<file path="src/rtl/task_call_sched.sv">
// Round-robin scheduler for a shared two-phase "task call" unit: d follows b at grant,
// c follows a after PH1_CYC cycles, and the completion counter ticks PH2_CYC cycles later.
module task_call_sched #(
    parameter int unsigned NREQ    = 2,
    parameter int unsigned W       = 32,
    parameter int unsigned CW      = 32,
    parameter int unsigned PH1_CYC = 10,
    parameter int unsigned PH2_CYC = 10,
    localparam int unsigned IW     = (NREQ > 1) ? $clog2(NREQ) : 1
) (
    input  logic              clk,
    input  logic              rst_n,
    input  logic [NREQ-1:0]   req,
    input  logic [NREQ*W-1:0] a_in,
    input  logic [NREQ-1:0]   b_in,
    input  logic              abort,
    output logic [NREQ-1:0]   gnt,
    output logic              busy,
    output logic [W-1:0]      c_out,
    output logic              d_out,
    output logic [CW-1:0]     count,
    output logic              done,
    output logic              aborted,
    output logic [IW-1:0]     owner_id
);

    localparam int unsigned TMAX = (PH1_CYC > PH2_CYC) ? PH1_CYC : PH2_CYC;
    localparam int unsigned TW   = (TMAX > 1) ? $clog2(TMAX) : 1;

    typedef enum logic [1:0] {
        StIdle = 2'd0,
        StPh1  = 2'd1,
        StPh2  = 2'd2,
        StRet  = 2'd3
    } state_e;

    state_e          state_q, state_d;
    logic [IW-1:0]   ptr_q, ptr_d;
    logic [TW-1:0]   timer_q, timer_d;
    logic [W-1:0]    a_lat_q, a_lat_d;
    logic [W-1:0]    c_q, c_d;
    logic            d_q, d_d;
    logic [CW-1:0]   count_q, count_d;
    logic [NREQ-1:0] gnt_q, gnt_d;
    logic            done_q, done_d;
    logic            aborted_q, aborted_d;
    logic [IW-1:0]   owner_q, owner_d;

    logic            rr_found;
    logic [IW-1:0]   rr_idx;
    logic [IW-1:0]   rr_win;
    logic [W-1:0]    a_sel;

    // Search starts one past the last winner and wraps, giving round-robin fairness.
    always_comb begin
        rr_found = 1'b0;
        rr_idx   = '0;
        rr_win   = '0;
        for (int unsigned k = 1; k <= NREQ; k++) begin
            rr_idx = IW'((32'(ptr_q) + k) % NREQ);
            if (!rr_found && req[rr_idx]) begin
                rr_found = 1'b1;
                rr_win   = rr_idx;
            end
        end
        a_sel = a_in[32'(rr_win) * W +: W];
    end

    always_comb begin
        state_d   = state_q;
        ptr_d     = ptr_q;
        timer_d   = timer_q;
        a_lat_d   = a_lat_q;
        c_d       = c_q;
        d_d       = d_q;
        count_d   = count_q;
        gnt_d     = gnt_q;
        done_d    = 1'b0;
        aborted_d = 1'b0;
        owner_d   = owner_q;

        unique case (state_q)
            StIdle: begin
                if (rr_found) begin
                    ptr_d          = rr_win;
                    owner_d        = rr_win;
                    a_lat_d        = a_sel;
                    d_d            = b_in[rr_win];
                    gnt_d          = '0;
                    gnt_d[rr_win]  = 1'b1;
                    timer_d        = TW'(PH1_CYC - 1);
                    state_d        = StPh1;
                end
            end
            StPh1: begin
                // Abort wins over the terminal count, so c is left as it was.
                if (abort) begin
                    aborted_d = 1'b1;
                    state_d   = StRet;
                end else if (timer_q == '0) begin
                    c_d     = a_lat_q;
                    timer_d = TW'(PH2_CYC - 1);
                    state_d = StPh2;
                end else begin
                    timer_d = timer_q - 1'b1;
                end
            end
            StPh2: begin
                if (abort) begin
                    aborted_d = 1'b1;
                    state_d   = StRet;
                end else if (timer_q == '0) begin
                    count_d = count_q + 1'b1;
                    done_d  = 1'b1;
                    state_d = StRet;
                end else begin
                    timer_d = timer_q - 1'b1;
                end
            end
            StRet: begin
                // req is ignored here so the owner has a cycle to drop it.
                gnt_d   = '0;
                state_d = StIdle;
            end
            default: begin
                gnt_d   = '0;
                state_d = StIdle;
            end
        endcase
    end

    always_ff @(posedge clk or negedge rst_n) begin
        if (!rst_n) begin
            state_q   <= StIdle;
            ptr_q     <= IW'(NREQ - 1);
            timer_q   <= '0;
            a_lat_q   <= '0;
            c_q       <= '0;
            d_q       <= 1'b0;
            count_q   <= '0;
            gnt_q     <= '0;
            done_q    <= 1'b0;
            aborted_q <= 1'b0;
            owner_q   <= '0;
        end else begin
            state_q   <= state_d;
            ptr_q     <= ptr_d;
            timer_q   <= timer_d;
            a_lat_q   <= a_lat_d;
            c_q       <= c_d;
            d_q       <= d_d;
            count_q   <= count_d;
            gnt_q     <= gnt_d;
            done_q    <= done_d;
            aborted_q <= aborted_d;
            owner_q   <= owner_d;
        end
    end

    assign gnt      = gnt_q;
    assign busy     = (state_q != StIdle);
    assign c_out    = c_q;
    assign d_out    = d_q;
    assign count    = count_q;
    assign done     = done_q;
    assign aborted  = aborted_q;
    assign owner_id = owner_q;

endmodule

</file>
<file path="config.mk">
export PLATFORM = sky130hd
export DESIGN_NAME = task_call_sched
export DESIGN_NICKNAME = d
export VERILOG_FILES = /design/src/rtl/task_call_sched.sv
export SDC_FILE = /design/constraint.sdc
export NUM_CORES = 1
export LEC_CHECK = 0
export ABC_AREA = 1
export BUFFER_PORTS_ARGS = -buffer_cell sky130_fd_sc_hd__buf_2
export CAP_MARGIN = 0
export CORE_ASPECT_RATIO = 1.1
export CORE_MARGIN = 4
export CORE_UTILIZATION = 45
export CTS_BUF_LIST = sky130_fd_sc_hd__clkbuf_16
export DETAILED_ROUTE_END_ITERATION = 6
export PLACE_DENSITY = 0.7
export SETUP_SLACK_MARGIN = 0.1
export SLEW_MARGIN = 10
export SYNTH_ARGS = -nofsm -noshare
export SYNTH_HDL_FRONTEND = slang
export SYNTH_SLANG_ARGS = --single-unit
</file>
<file path="constraint.sdc">
create_clock -name clk -period 1.95 [get_ports clk]
set_clock_uncertainty 0.15 [all_clocks]
set_input_delay 0.195 -clock clk [delete_from_list [all_inputs] [get_ports clk]]
set_output_delay 0.195 -clock clk [all_outputs]
set_load 0.01 [all_outputs]
</file>
==> impl_results.rst, run 1 <==
.. list-table::
   :header-rows: 1

   * - Metric
     - Value
   * - Outcome
     - complete, but fails checks
   * - Violations in the final reports
     - DRC
   * - Worst path cell trace
     - inv_1, ha_2, nand4_2, nor3_1, xor2_1
   * - TritonCTS clock tree
     - built
   * - Worst voltage drop across the vdd grid
     - just over 0.7 mV
   * - Total nets after synthesis
     - around 770
   * - Simple-gate portion of the synthesized area
     - 0.298
   * - Adder-Cell Fraction of Synth Area
     - 0.0183
   * - Cell with the biggest individual delay on the critical path
     - sky130_fd_sc_hd__dfrtp_1
   * - Worst slew margin relative to its limit
     - 0.570
   * - Standard-cell rows
     - between 40 and 50
   * - Overall die area
     - about 14000 um^2
   * - Class of the most critical setup path
     - flip-flop to flip-flop
   * - Post-CTS clock slew at the launch and capture registers of the worst setup and hold paths
     - around 80 ps
   * - Largest fanout of any net on the critical path
     - 7
   * - Measured slew at the worst slew-check pin
     - about 640 ps
   * - Arrival time at the worst endpoint
     - around 1900 ps
   * - Detailed-router iteration count before antenna repair
     - 7
   * - Max Buffers Root-to-Sink
     - 2
   * - Ys async rst share
     - 1.00
   * - Post-synthesis mux area share
     - 0
   * - Die X
     - about 110 um
   * - Remaining antenna violation count after routing
     - 0
   * - CTS Root Buffer Type
     - sky130_fd_sc_hd__clkbuf_16
   * - Critical path startpoint category
     - flip-flop
   * - Global route overflow
     - 0
   * - Pint
     - approximately 5.2 mW
   * - Hold violation total from the final report
     - 0
   * - I/O Pins
     - between 100 and 150
   * - Gate count of the mapped netlist
     - slightly below 700
   * - Net switching power
     - about 3.3 mW
   * - Final design instance area without fill
     - about 7400 um^2
   * - Type of the most critical hold path
     - input pin to async pin
   * - I/O Buffers
     - roughly 140
   * - Number of design rule violations left after detail routing
     - 2
   * - DRT Wirelength
     - 16.1 mm
   * - Core area
     - 11600 um^2
   * - Count of flip-flops with a built-in enable after synthesis
     - 0
   * - Antenna cells
     - 0
   * - Count of pins over their slew limit
     - 0
   * - Synth unique cells
     - 29
   * - Share of post-route cells with drive strength above 1
     - 0.225
   * - CP max stage delay
     - approximately 380 ps
   * - Summed negative setup slack over all endpoints
     - 0 ps
   * - Compound-gate portion of the synthesized area
     - 0.0858
   * - Most common flop cell mapped by yosys
     - sky130_fd_sc_hd__dfrtp_1
   * - Average wire per standard cell
     - around 15 um
   * - Starting DRC count in detailed routing
     - between 300 and 400
   * - Final critical delay including setup and external delays
     - approximately 1700 ps
   * - Part of the power in combinational logic
     - 0.381
   * - Largest net degree at the start of global routing
     - 65
   * - Number of placed cells counting well taps
     - about 970
   * - Gr usage total
     - 0.233
   * - Hold Slack
     - 218 ps
   * - Share of the core filled with cells in the final layout
     - 0.638
   * - Worst setup timing slack at the placement stage
     - 23.2 ps
   * - Proportion of power drawn by the clock network
     - 0.217
   * - Number of buffers created by CTS
     - 9
   * - Total vias in the final route
     - approximately 5500
   * - Instance area after placement
     - approximately 6400 um^2
   * - Height of the chip
     - 123 um
   * - Crit path buf inv count
     - 1
   * - Clk Latency, worst-skew pair
     - around 360 ps
   * - Part of the Yosys area used for sequential elements
     - 0.500
   * - Static leakage power
     - 3.68 nW
   * - Power density over the cells
     - approximately 1100 nW/um^2
   * - Final cell count without fillers
     - roughly 1100
   * - # nets final
     - about 980
   * - First-pass GRT wire length
     - ~26 mm
   * - Number of levels in the clock H-tree
     - 3
   * - Initial antenna violation count
     - 0
   * - Initial cell density of the core
     - 0.468
   * - Ratio of routed vias to standard cells
     - 5.19
   * - Largest family of logic cells by synthesized area
     - simple AND/OR/NAND/NOR gates
   * - Count of warnings emitted by yosys
     - 0
   * - Synth-to-layout area growth
     - 36.3%
   * - Critical Path End Type
     - flip-flop
   * - Final number of setup-violating endpoints
     - 0
   * - Netlist area before placement
     - about 5500 um^2
   * - Number of max-cap violations
     - 0
   * - Unrepaired setup endpoints after global routing
     - yes
   * - Fraction of power consumed by sequential logic
     - 0.402
   * - Average instance area after synthesis
     - 7.93 um^2
   * - Required time at the worst-slack endpoint
     - ~2100 ps
   * - Cell family contributing the most delay on the critical path
     - simple AND/OR/NAND/NOR gates
   * - Flip-flop and latch count after synthesis
     - 109
   * - Sw frac
     - 0.388
   * - FMAX
     - slightly below 600 MHz
   * - Weighted congestion reported at the end of routability-driven placement
     - approximately 0.90
   * - Total Power Consumption
     - roughly 8.5 mW
   * - Post-detailed-placement half-perimeter wirelength
     - 10.6 mm
   * - Count of clock tree sinks
     - 109
   * - Part of the cycle the worst path needs
     - 0.890
   * - Slack of the critical path
     - about 210 ps
   * - Vias in the first global route
     - around 5600
   * - Post-synthesis xor/xnor area fraction
     - 0.0273
   * - Setup Buffers After CTS
     - 0
==> cell usage after synthesis (4+ instances only) <==
master                     number  area share
sky130_fd_sc_hd__inv_1         70       0.048
sky130_fd_sc_hd__nor3_1         5      0.0046
sky130_fd_sc_hd__inv_2          4      0.0028
sky130_fd_sc_hd__nor2_1        67       0.046
sky130_fd_sc_hd__buf_2         11       0.010
sky130_fd_sc_hd__nand4_1        4      0.0046
sky130_fd_sc_hd__clkbuf_1      13      0.0089
sky130_fd_sc_hd__dfrtp_1      108        0.50
sky130_fd_sc_hd__xor2_1        11       0.018
sky130_fd_sc_hd__nor2_2         5      0.0057
sky130_fd_sc_hd__ha_1           8       0.018
sky130_fd_sc_hd__nand2_1      212        0.15
sky130_fd_sc_hd__a31oi_1       10       0.011
sky130_fd_sc_hd__o21ai_0       42       0.039
sky130_fd_sc_hd__o211ai_1      23       0.032
sky130_fd_sc_hd__nand3_1       72       0.066
sky130_fd_sc_hd__xnor2_1        6      0.0096
==> cell families after synthesis <==
logic type / Yosys count
simple gates: 377
flops: 109
buf+inv: 98
compound gates: 79
xor+xnor: 17
fa+ha+maj: 8
==> final timing paths <==
check | from | to | slack (ps) | cells past startpoint
setup / recovery | timer_q[0] | count[10] | 210 | 5
hold / removal | rst_n | count[4] | 220 | 2
setup reg to reg | timer_q[0] | count[10] | 210 | 5
hold reg to reg | c_out[5] | c_out[5] | 340 | 2
max in group asynchronous | rst_n | count[0] | 780 | 3
min in group clk | req[1] | owner_id | 220 | 6
==> cells in the final DEF, fill, tap and decap left out, drive strengths merged <==
| cell type | instances |
|---|---|
| nand2 | 215 |
| buf | 155 |
| dfrtp | 108 |
| inv | 79 |
| nand3 | 75 |
| nor2 | 75 |
| dlygate4sd3 | 68 |
| o21ai | 44 |
| o211ai | 23 |
| xor2 | 11 |
| a31oi | 10 |
| clkbuf | 10 |
| ha | 8 |
| xnor2 | 6 |
| nor3 | 5 |
| nand4 | 5 |
| nand3b | 2 |
| o31ai | 1 |
| a21oi | 1 |
| clkinv | 1 |
| clkinvlp | 1 |
| dfstp | 1 |
==> what timing repair did <==
| action | CTS | global route |
|---|---|---|
| gates resized for setup | 3 | 12 |
| cloned | 0 | 1 |
| endpoints found under the setup margin | 11 | 52 |
| hold buffers | 68 | 0 |
| endpoints found under the hold margin | 66 | 0 |
==> sequential cells by signal, indices dropped and copies added (netlist names), 2 cells and up <==
register / flops
a_lat_q: 32
c_out: 32
count: 32
gnt: 2
state_q: 2
timer_q: 4
==> layer usage <==
metal	global-route usage	vias up	wire (um)
li1	-	2621	-
met1	0.281	2572	6550
met2	0.397	233	7900
met3	0.0553	44	1090
met4	0.109	0	527
met5	0	-	0
==> power groups by stage <==
| stage | Combinational, mW | Sequential (mW) | Clock [mW] |
|---|---|---|---|
| floorplan | 1.82 | 3.52 | 0 |
| detailed placement | 2.98 | 3.43 | 0 |
| global route | 3.63 | 3.51 | 1.98 |
| finish | 3.25 | 3.43 | 1.85 |
| CTS | 3.11 | 3.40 | 1.88 |
| global placement | 2.89 | 3.42 | 0 |
==> cell type report <==
cell class                      count  area (um^2)
Fill cell                         955         4210
Sequential cell                   109         2730
Multi-Input combinational cell    481         2380
Timing Repair Buffer              224         1560
Inverter                           74          283
Clock buffer                        9          225
Tap cell                          150          188
Clock inverter                      7         72.6
(Power assumes the default switching activity.)
==> run 2: changes to the inputs <==
--- a/config.mk
+++ b/config.mk
@@ -6,14 +6,14 @@
 export NUM_CORES = 1
 export LEC_CHECK = 0
 export ABC_AREA = 1
-export BUFFER_PORTS_ARGS = -buffer_cell sky130_fd_sc_hd__buf_2
 export CAP_MARGIN = 0
 export CORE_ASPECT_RATIO = 1.1
 export CORE_MARGIN = 4
-export CORE_UTILIZATION = 45
+export CORE_UTILIZATION = 24
 export CTS_BUF_LIST = sky130_fd_sc_hd__clkbuf_16
 export DETAILED_ROUTE_END_ITERATION = 6
-export PLACE_DENSITY = 0.7
+export DONT_BUFFER_PORTS = 1
+export PLACE_DENSITY = 0.37
 export SETUP_SLACK_MARGIN = 0.1
 export SLEW_MARGIN = 10
 export SYNTH_ARGS = -nofsm -noshare
==> run 2 against run 1 <==
Against the previous run: the flow finishes with violations (hold timing); first-iteration DRC count is 52% lower; power is 3.0% lower; non-clock buffer count is 132 lower; critical path depth is 4 higher; clock-buffer cell count stayed put; global-route usage is 10 points lower; largest power group unchanged; die area is 81% higher; worst setup slack better by 14 ps; cell area is 5.9% lower; largest cell class unchanged; sequential power is 6.1% higher; flip-flop and latch count stayed put; combinational power is 19% lower.
==> impl_results.rst, run 2 (synthesis results as in run 1) <==
.. list-table::
   :header-rows: 1

   * - Metric
     - Value
   * - Summed negative setup slack over all endpoints
     - 0 ps (unchanged)
   * - Flop-to-flop setup slack
     - 230 ps (was 210 ps)
   * - Unrepaired setup endpoints after global routing
     - yes (unchanged)
   * - Count of clock tree sinks
     - 109 (unchanged)
   * - Max Buffers Root-to-Sink
     - 2 (unchanged)
   * - Remaining antenna violation count after routing
     - 0 (unchanged)
   * - Core area
     - 22300 um^2 (was 11600 um^2)
   * - Arrival time at the worst endpoint
     - 1830 ps (was 1860 ps)
   * - Worst path cell trace
     - nand2_1, nor2_2, nand2_1, nor2_1, nand2_1, nand2_1, nand2_1, nand2_1, nand2_1 (was inv_1, ha_2, nand4_2, nor3_1, xor2_1)
   * - Number of buffers created by CTS
     - 9 (unchanged)
   * - Share of post-route cells with drive strength above 1
     - 0.0997 (was 0.225)
   * - Critical path startpoint category
     - flip-flop (unchanged)
   * - Area taken by multi-input logic gates
     - 2400 um^2 (was 2380 um^2)
   * - Area of all sequential standard cells
     - 2740 um^2 (was 2730 um^2)
   * - CTS Root Buffer Type
     - sky130_fd_sc_hd__clkbuf_16 (unchanged)
   * - Total vias in the final route
     - 4795 (was 5470)
   * - Initial antenna violation count
     - 0 (unchanged)
   * - Final critical delay including setup and external delays
     - 1720 ps (was 1740 ps)
   * - Filler cell count in the final layout
     - 2426 (was 955)
   * - Violations in the final reports
     - hold timing (was DRC)
   * - CP max stage delay
     - 480 ps (was 380 ps)
   * - Measured slew at the worst slew-check pin
     - 677 ps (was 644 ps)
   * - Most used cell along the critical path
     - sky130_fd_sc_hd__nand2_1
   * - Antenna cells
     - 0 (unchanged)
   * - Weighted congestion reported at the end of routability-driven placement
     - 0.813 (was 0.898)
   * - Hold violation total from the final report
     - 109 (was 0)
   * - Global route overflow
     - 0 (unchanged)
   * - Cell family contributing the most delay on the critical path
     - simple AND/OR/NAND/NOR gates (unchanged)
   * - First-pass GRT wire length
     - 26.4 mm (was 26.2 mm)
   * - Cell with the biggest individual delay on the critical path
     - sky130_fd_sc_hd__dfrtp_1 (unchanged)
   * - Outcome
     - complete, but fails checks (unchanged)
   * - TritonCTS clock tree
     - built (unchanged)
   * - Height of the chip
     - 166 um (was 123 um)
   * - Post-detailed-placement half-perimeter wirelength
     - 11.6 mm (was 10.6 mm)
   * - Part of the cycle the worst path needs
     - 0.883 (was 0.890)
   * - Crit path buf inv count
     - 0 (was 1)
   * - Post-CTS clock slew at the launch and capture registers of the worst setup and hold paths
     - 90 ps (was 80 ps)
   * - Critical Path End Type
     - flip-flop (unchanged)
   * - Number of design rule violations left after detail routing
     - 0 (was 2)
   * - Vias in the first global route
     - 5018 (was 5607)
   * - Worst slew margin relative to its limit
     - 0.548 (was 0.570)
   * - Count of pins over their slew limit
     - 0 (unchanged)
   * - Leading cell type in the layout, fill and taps excluded
     - sky130_fd_sc_hd__nand2_1 (unchanged)
   * - Gr usage total
     - 0.131 (was 0.233)
   * - Detailed-router iteration count before antenna repair
     - 5 (was 7)
   * - R2r startpoint
     - count[8] (was timer_q[0])
   * - Type of the most critical hold path
     - input pin to async pin (unchanged)
   * - Overall die area
     - 25200 um^2 (was 14000 um^2)
   * - Clk Latency, worst-skew pair
     - 360 ps (about the same)
   * - Number of levels in the clock H-tree
     - 3 (unchanged)
   * - Largest fanout of any net on the critical path
     - 4 (was 7)
   * - Required time at the worst-slack endpoint
     - 2060 ps (was 2080 ps)
   * - Worst voltage drop across the vdd grid
     - 0.725 mV (was 0.716 mV)
   * - Most frequent cells in the layout
     - sky130_fd_sc_hd__nand2_1 (212), sky130_fd_sc_hd__dfrtp_1 (103), sky130_fd_sc_hd__nand3_1 (72) (was sky130_fd_sc_hd__nand2_1 (212), sky130_fd_sc_hd__buf_2 (140), sky130_fd_sc_hd__dfrtp_1 (105))
   * - Number of buffers inserted by hold repair at cts
     - 67 (was 68)
   * - Hold Slack
     - -633 ps (was 218 ps)
   * - # nets final
     - 846 (was 978)
   * - Die X
     - 152 um (was 113 um)
   * - FMAX
     - 581 MHz (was 576 MHz)
   * - Synth-to-layout area growth
     - 28.3% (was 36.3%)
   * - Standard-cell rows
     - 57 (was 41)
   * - Number of max-cap violations
     - 0 (unchanged)
   * - CP startpoint
     - count[8] (was timer_q[0])
   * - Power density over the cells
     - 1180 nW/um^2 (was 1150 nW/um^2)
   * - Share of the core filled with cells in the final layout
     - 0.314 (was 0.638)
   * - DRT Wirelength
     - 16.2 mm (was 16.1 mm)
   * - Static leakage power
     - 3.09 nW (was 3.68 nW)
   * - Final number of setup-violating endpoints
     - 0 (unchanged)
   * - Class of the most critical setup path
     - flip-flop to flip-flop (unchanged)
   * - I/O Buffers
     - 0 (was 141)
   * - Starting DRC count in detailed routing
     - 186 (was 390)
   * - I/O Pins
     - 142 (unchanged)
   * - Ratio of routed vias to standard cells
     - 4.49 (was 5.19)
   * - Average wire per standard cell
     - 15.2 um (about the same)
   * - Initial cell density of the core
     - 0.245 (was 0.468)
   * - Largest net degree at the start of global routing
     - 110 (was 65)
[run 2: cell types whose count changed in the layout (fill, tap and decap cells not counted), moves of 2 or more]
| cell | delta |
|---|---|
| sky130_fd_sc_hd__dfrtp_2 | +2 |
| sky130_fd_sc_hd__nor2_1 | -3 |
| sky130_fd_sc_hd__buf_6 | +2 |
| sky130_fd_sc_hd__nor2_4 | +3 |
| sky130_fd_sc_hd__dfrtp_1 | -2 |
| sky130_fd_sc_hd__buf_4 | +9 |
| sky130_fd_sc_hd__inv_12 | +4 |
| sky130_fd_sc_hd__inv_6 | -3 |
| sky130_fd_sc_hd__buf_2 | -140 |
[run 2: timing repair]
item                                   CTS  global route
setup buffers                            0             2
resized for setup                        4            20
setup endpoints to repair               14            71
gates cloned                             0             0
endpoints found under the hold margin  146           109
[run 2: routing by layer]
layer | part of all wire | wire length [um] | up-vias | global-route usage
met5 | 0 | 0 | - | 0
met4 | 0.030 | 486 | 0 | 0.0547
met3 | 0.071 | 1150 | 31 | 0.0374
met2 | 0.48 | 7820 | 124 | 0.212
met1 | 0.42 | 6750 | 2280 | 0.163
li1 | - | - | 2360 | -
[run 2: worst paths after layout]
kind                            cells past startpoint          to
worst max register to register                      9   count[17]
worst min-delay path                                0   count[20]
max in group asynchronous                           0       ptr_q
worst max-delay path                                9   count[17]
worst min register to register                      2       ptr_q
min in group clk                                    4  state_q[0]
[run 2: power breakdown]
part / total [mW] / internal, mW / switching [mW]
Combinational: 2.62 / 1.03 / 1.59
Clock: 2.01 / 0.963 / 1.05
Sequential: 3.64 / 3.01 / 0.627
[run 2: area by class of cell]
type	instances	area share
clock buffers	9	0.0322
clock inverters	7	0.0138
inverters	74	0.0401
multi-input cells	481	0.343
flip-flops and latches	109	0.391
well taps	295	0.0528
repair buffers	92	0.127
[run 2: per-stage QoR]
stage / std cells / total power, mW / instance area, um^2 / hold slack [ps] / worst slack, ps
2_1_floorplan: 688 / 5.33 / 5460 / -251 / 244
3_3_place_gp: 982 / 6.06 / 5920 / -248 / 92.1
3_5_place_dp: 982 / 6.13 / 5920 / -248 / 28.5
4_1_cts: 1065 / 8.33 / 6920 / -652 / 113
5_1_grt: 1067 / 8.96 / 7000 / -651 / 77.9
6_report: 1067 / 8.27 / 7000 / -633 / 228
==> run 3: changes to the inputs <==
==> constraint.sdc (replaced) <==
create_clock -name clk -period 1.9 [get_ports clk]
set_clock_uncertainty 0.15 [all_clocks]
set_input_delay 0.19 -clock clk [delete_from_list [all_inputs] [get_ports clk]]
set_output_delay 0.19 -clock clk [all_outputs]
set_load 0.01 [all_outputs]
==> run 3 against run 2 <==
Against the previous run: the flow still finishes with violations (hold timing); sequential power rose by 2%; critical path depth fell by 5; non-clock buffer count is 14 higher; global-route usage rose by 0.22 points; wire length grew 5.3%; clock power barely moved; power is 4.9% higher; critical endpoint is now busy.
==> impl_results.rst, run 3 (synthesis results as in run 1) <==
.. list-table::
   :header-rows: 1

   * - Metric
     - Value
   * - Number of buffers inserted by hold repair at cts
     - 67 (unchanged)
   * - Violations in the final reports
     - hold timing (unchanged)
   * - Final number of setup-violating endpoints
     - 0 (unchanged)
   * - Slack of the critical path
     - 166 ps (was 228 ps)
   * - Worst voltage drop across the vdd grid
     - 0.544 mV (was 0.725 mV)
   * - Die X
     - 152 um (unchanged)
   * - Synth-to-layout area growth
     - 31.7% (was 28.3%)
   * - Filler cell count in the final layout
     - 2364 (was 2426)
   * - Height of the chip
     - 166 um (unchanged)
   * - Hold Slack
     - -640 ps (was -633 ps)
   * - Number of design rule violations left after detail routing
     - 0 (unchanged)
   * - Number of max-cap violations
     - 0 (unchanged)
   * - Measured slew at the worst slew-check pin
     - 413 ps (was 677 ps)
   * - Critical Path End Type
     - primary output (was flip-flop)
   * - Final cell count without fillers
     - 1081 (was 1067)
   * - Final critical delay including setup and external delays
     - around 1700 ps
   * - Class of the most critical setup path
     - flip-flop to primary output (was flip-flop to flip-flop)
   * - Vias in the first global route
     - 5043 (was 5018)
   * - Standard-cell rows
     - 57 (unchanged)
   * - FMAX
     - slightly below 600 MHz
   * - Most frequent cells in the layout
     - sky130_fd_sc_hd__nand2_1 (212), sky130_fd_sc_hd__dfrtp_1 (97), sky130_fd_sc_hd__nand3_1 (72) (was sky130_fd_sc_hd__nand2_1 (212), sky130_fd_sc_hd__dfrtp_1 (103), sky130_fd_sc_hd__nand3_1 (72))
   * - Number of buffers created by CTS
     - 9 (unchanged)
   * - Power density over the cells
     - 1210 nW/um^2 (was 1180 nW/um^2)
   * - Required time at the worst-slack endpoint
     - 1560 ps (was 2060 ps)
   * - TritonCTS clock tree
     - built (unchanged)
   * - DRT Wirelength
     - 17.1 mm (was 16.2 mm)
   * - Core area
     - 22300 um^2 (unchanged)
   * - Post-CTS clock slew at the launch and capture registers of the worst setup and hold paths
     - 90 ps (about the same)
   * - Worst slew margin relative to its limit
     - 0.725 (was 0.548)
   * - Hold violation total from the final report
     - 109 (unchanged)
   * - Detailed-router iteration count before antenna repair
     - 5 (unchanged)
   * - Area of all sequential standard cells
     - 2740 um^2 (about the same)
   * - Unrepaired setup endpoints after global routing
     - yes (unchanged)
   * - Number of levels in the clock H-tree
     - 3 (unchanged)
   * - Static leakage power
     - 3.18 nW (was 3.09 nW)
   * - Ratio of routed vias to standard cells
     - 4.51 (was 4.49)
   * - Count of pins over their slew limit
     - 0 (unchanged)
   * - Max Buffers Root-to-Sink
     - 2 (unchanged)
   * - CTS Root Buffer Type
     - sky130_fd_sc_hd__clkbuf_16 (unchanged)
   * - First-pass GRT wire length
     - 26.6 mm (was 26.4 mm)
   * - Overall die area
     - 25200 um^2 (unchanged)
   * - Instance area after placement
     - 5990 um^2 (was 5920 um^2)
   * - Type of the most critical hold path
     - input pin to async pin (unchanged)
   * - Largest fanout of any net on the critical path
     - 4 (unchanged)
   * - Depth of the most critical reg-to-reg path
     - 7 (was 9)
   * - Number of placed cells counting well taps
     - 992 (was 982)
   * - I/O Pins
     - 142 (unchanged)
   * - Summed negative setup slack over all endpoints
     - 0 ps (unchanged)
   * - Clk Latency, worst-skew pair
     - 360 ps (about the same)
   * - Arrival time at the worst endpoint
     - 1390 ps (was 1830 ps)
   * - Count of clock tree sinks
     - 109 (unchanged)
   * - Critical path startpoint category
     - flip-flop (unchanged)
   * - Weighted congestion reported at the end of routability-driven placement
     - 0.813 (about the same)
   * - Starting DRC count in detailed routing
     - 234 (was 186)
   * - Final design instance area without fill
     - 7180 um^2 (was 7000 um^2)
   * - Global route overflow
     - 0 (unchanged)
   * - Antenna cells
     - 0 (unchanged)
   * - I/O Buffers
     - 0 (unchanged)
   * - # nets final
     - 860 (was 846)
   * - Total vias in the final route
     - 4874 (was 4795)
   * - Gr usage total
     - 0.133 (was 0.131)
   * - Initial antenna violation count
     - 0 (unchanged)
   * - Largest net degree at the start of global routing
     - 110 (unchanged)
   * - Initial cell density of the core
     - 0.245 (unchanged)
   * - Leading cell type in the layout, fill and taps excluded
     - sky130_fd_sc_hd__nand2_1 (unchanged)
   * - Part of the cycle the worst path needs
     - 0.913
   * - Area taken by multi-input logic gates
     - 2430 um^2 (was 2400 um^2)
   * - Post-detailed-placement half-perimeter wirelength
     - 11.4 mm (was 11.6 mm)
   * - Outcome
     - complete, but fails checks (unchanged)
   * - Worst setup timing slack at the placement stage
     - 94.4 ps (was 28.5 ps)
   * - Remaining antenna violation count after routing
     - 0 (unchanged)
   * - Share of post-route cells with drive strength above 1
     - 0.131 (was 0.0997)
   * - Average wire per standard cell
     - 15.8 um (was 15.2 um)
[run 3: cell types whose count changed in the layout (fill, tap and decap cells not counted), moves of 3 or more]
cell                        before  now
sky130_fd_sc_hd__clkbuf_16       9   12
sky130_fd_sc_hd__inv_1          69   66
sky130_fd_sc_hd__inv_12          4    0
sky130_fd_sc_hd__dfrtp_1       103   97
sky130_fd_sc_hd__inv_2           4    7
sky130_fd_sc_hd__buf_4          21   33
sky130_fd_sc_hd__dfrtp_2         5   11
sky130_fd_sc_hd__clkinv_8        0    3
[run 3: critical path: stages (launching register included)]
cell                      delay, ps
sky130_fd_sc_hd__dfrtp_1        460
sky130_fd_sc_hd__inv_2          110
sky130_fd_sc_hd__ha_2           230
sky130_fd_sc_hd__inv_1           80
sky130_fd_sc_hd__buf_4          150
[run 3: per-layer routing]
metal / GRT usage / wire (um)
met5: 0 / 0
met2: 0.214 / 8250
met3: 0.0379 / 1070
met4: 0.0590 / 527
met1: 0.165 / 7220
[run 3: stage by stage]
step | hold WS (ps) | total power [mW] | util
final | -640 | 8.68 | 0.323
after global routing | -659 | 9.33 | 0.323
after CTS | -658 | 8.48 | 0.314
after detailed placement | -253 | 6.31 | 0.269
after global placement | -253 | 6.25 | 0.269
after floorplan | -256 | 5.47 | -
[run 3: final timing paths]
kind                       startpoint         end  slack, ps
max                        state_q[1]        busy        170
max in group asynchronous       rst_n       ptr_q       1910
max reg2reg                state_q[1]   c_out[15]        190
min in group clk                abort  state_q[0]         30
min                             rst_n   count[13]       -640
min reg2reg                     ptr_q       ptr_q        360
[run 3: cell type report]
| class | count | share of cell area |
|---|---|---|
| clock inverter | 7 | 0.0120 |
| tap | 295 | 0.0514 |
| timing repair buffer | 106 | 0.146 |
| multi-input combinational | 481 | 0.338 |
| inverter | 74 | 0.0390 |
| clock buffer | 9 | 0.0313 |
| sequential | 109 | 0.382 |
[run 3: power breakdown]
| part | leakage [nW] | internal (mW) | switching, mW |
|---|---|---|---|
| Combinational | 1.64 | 1.20 | 1.75 |
| Sequential | 1.38 | 3.09 | 0.633 |
| Clock | 0.151 | 0.949 | 1.06 |
| Total | 3.18 | 5.24 | 3.44 |
[run 3: repair_timing]
item	4_1_cts	5_1_grt
pin swaps	0	5
hold endpoints to repair	146	109
cloned	0	3
buffers inserted	0	3
setup endpoints to repair	2	93
resized for setup	1	39
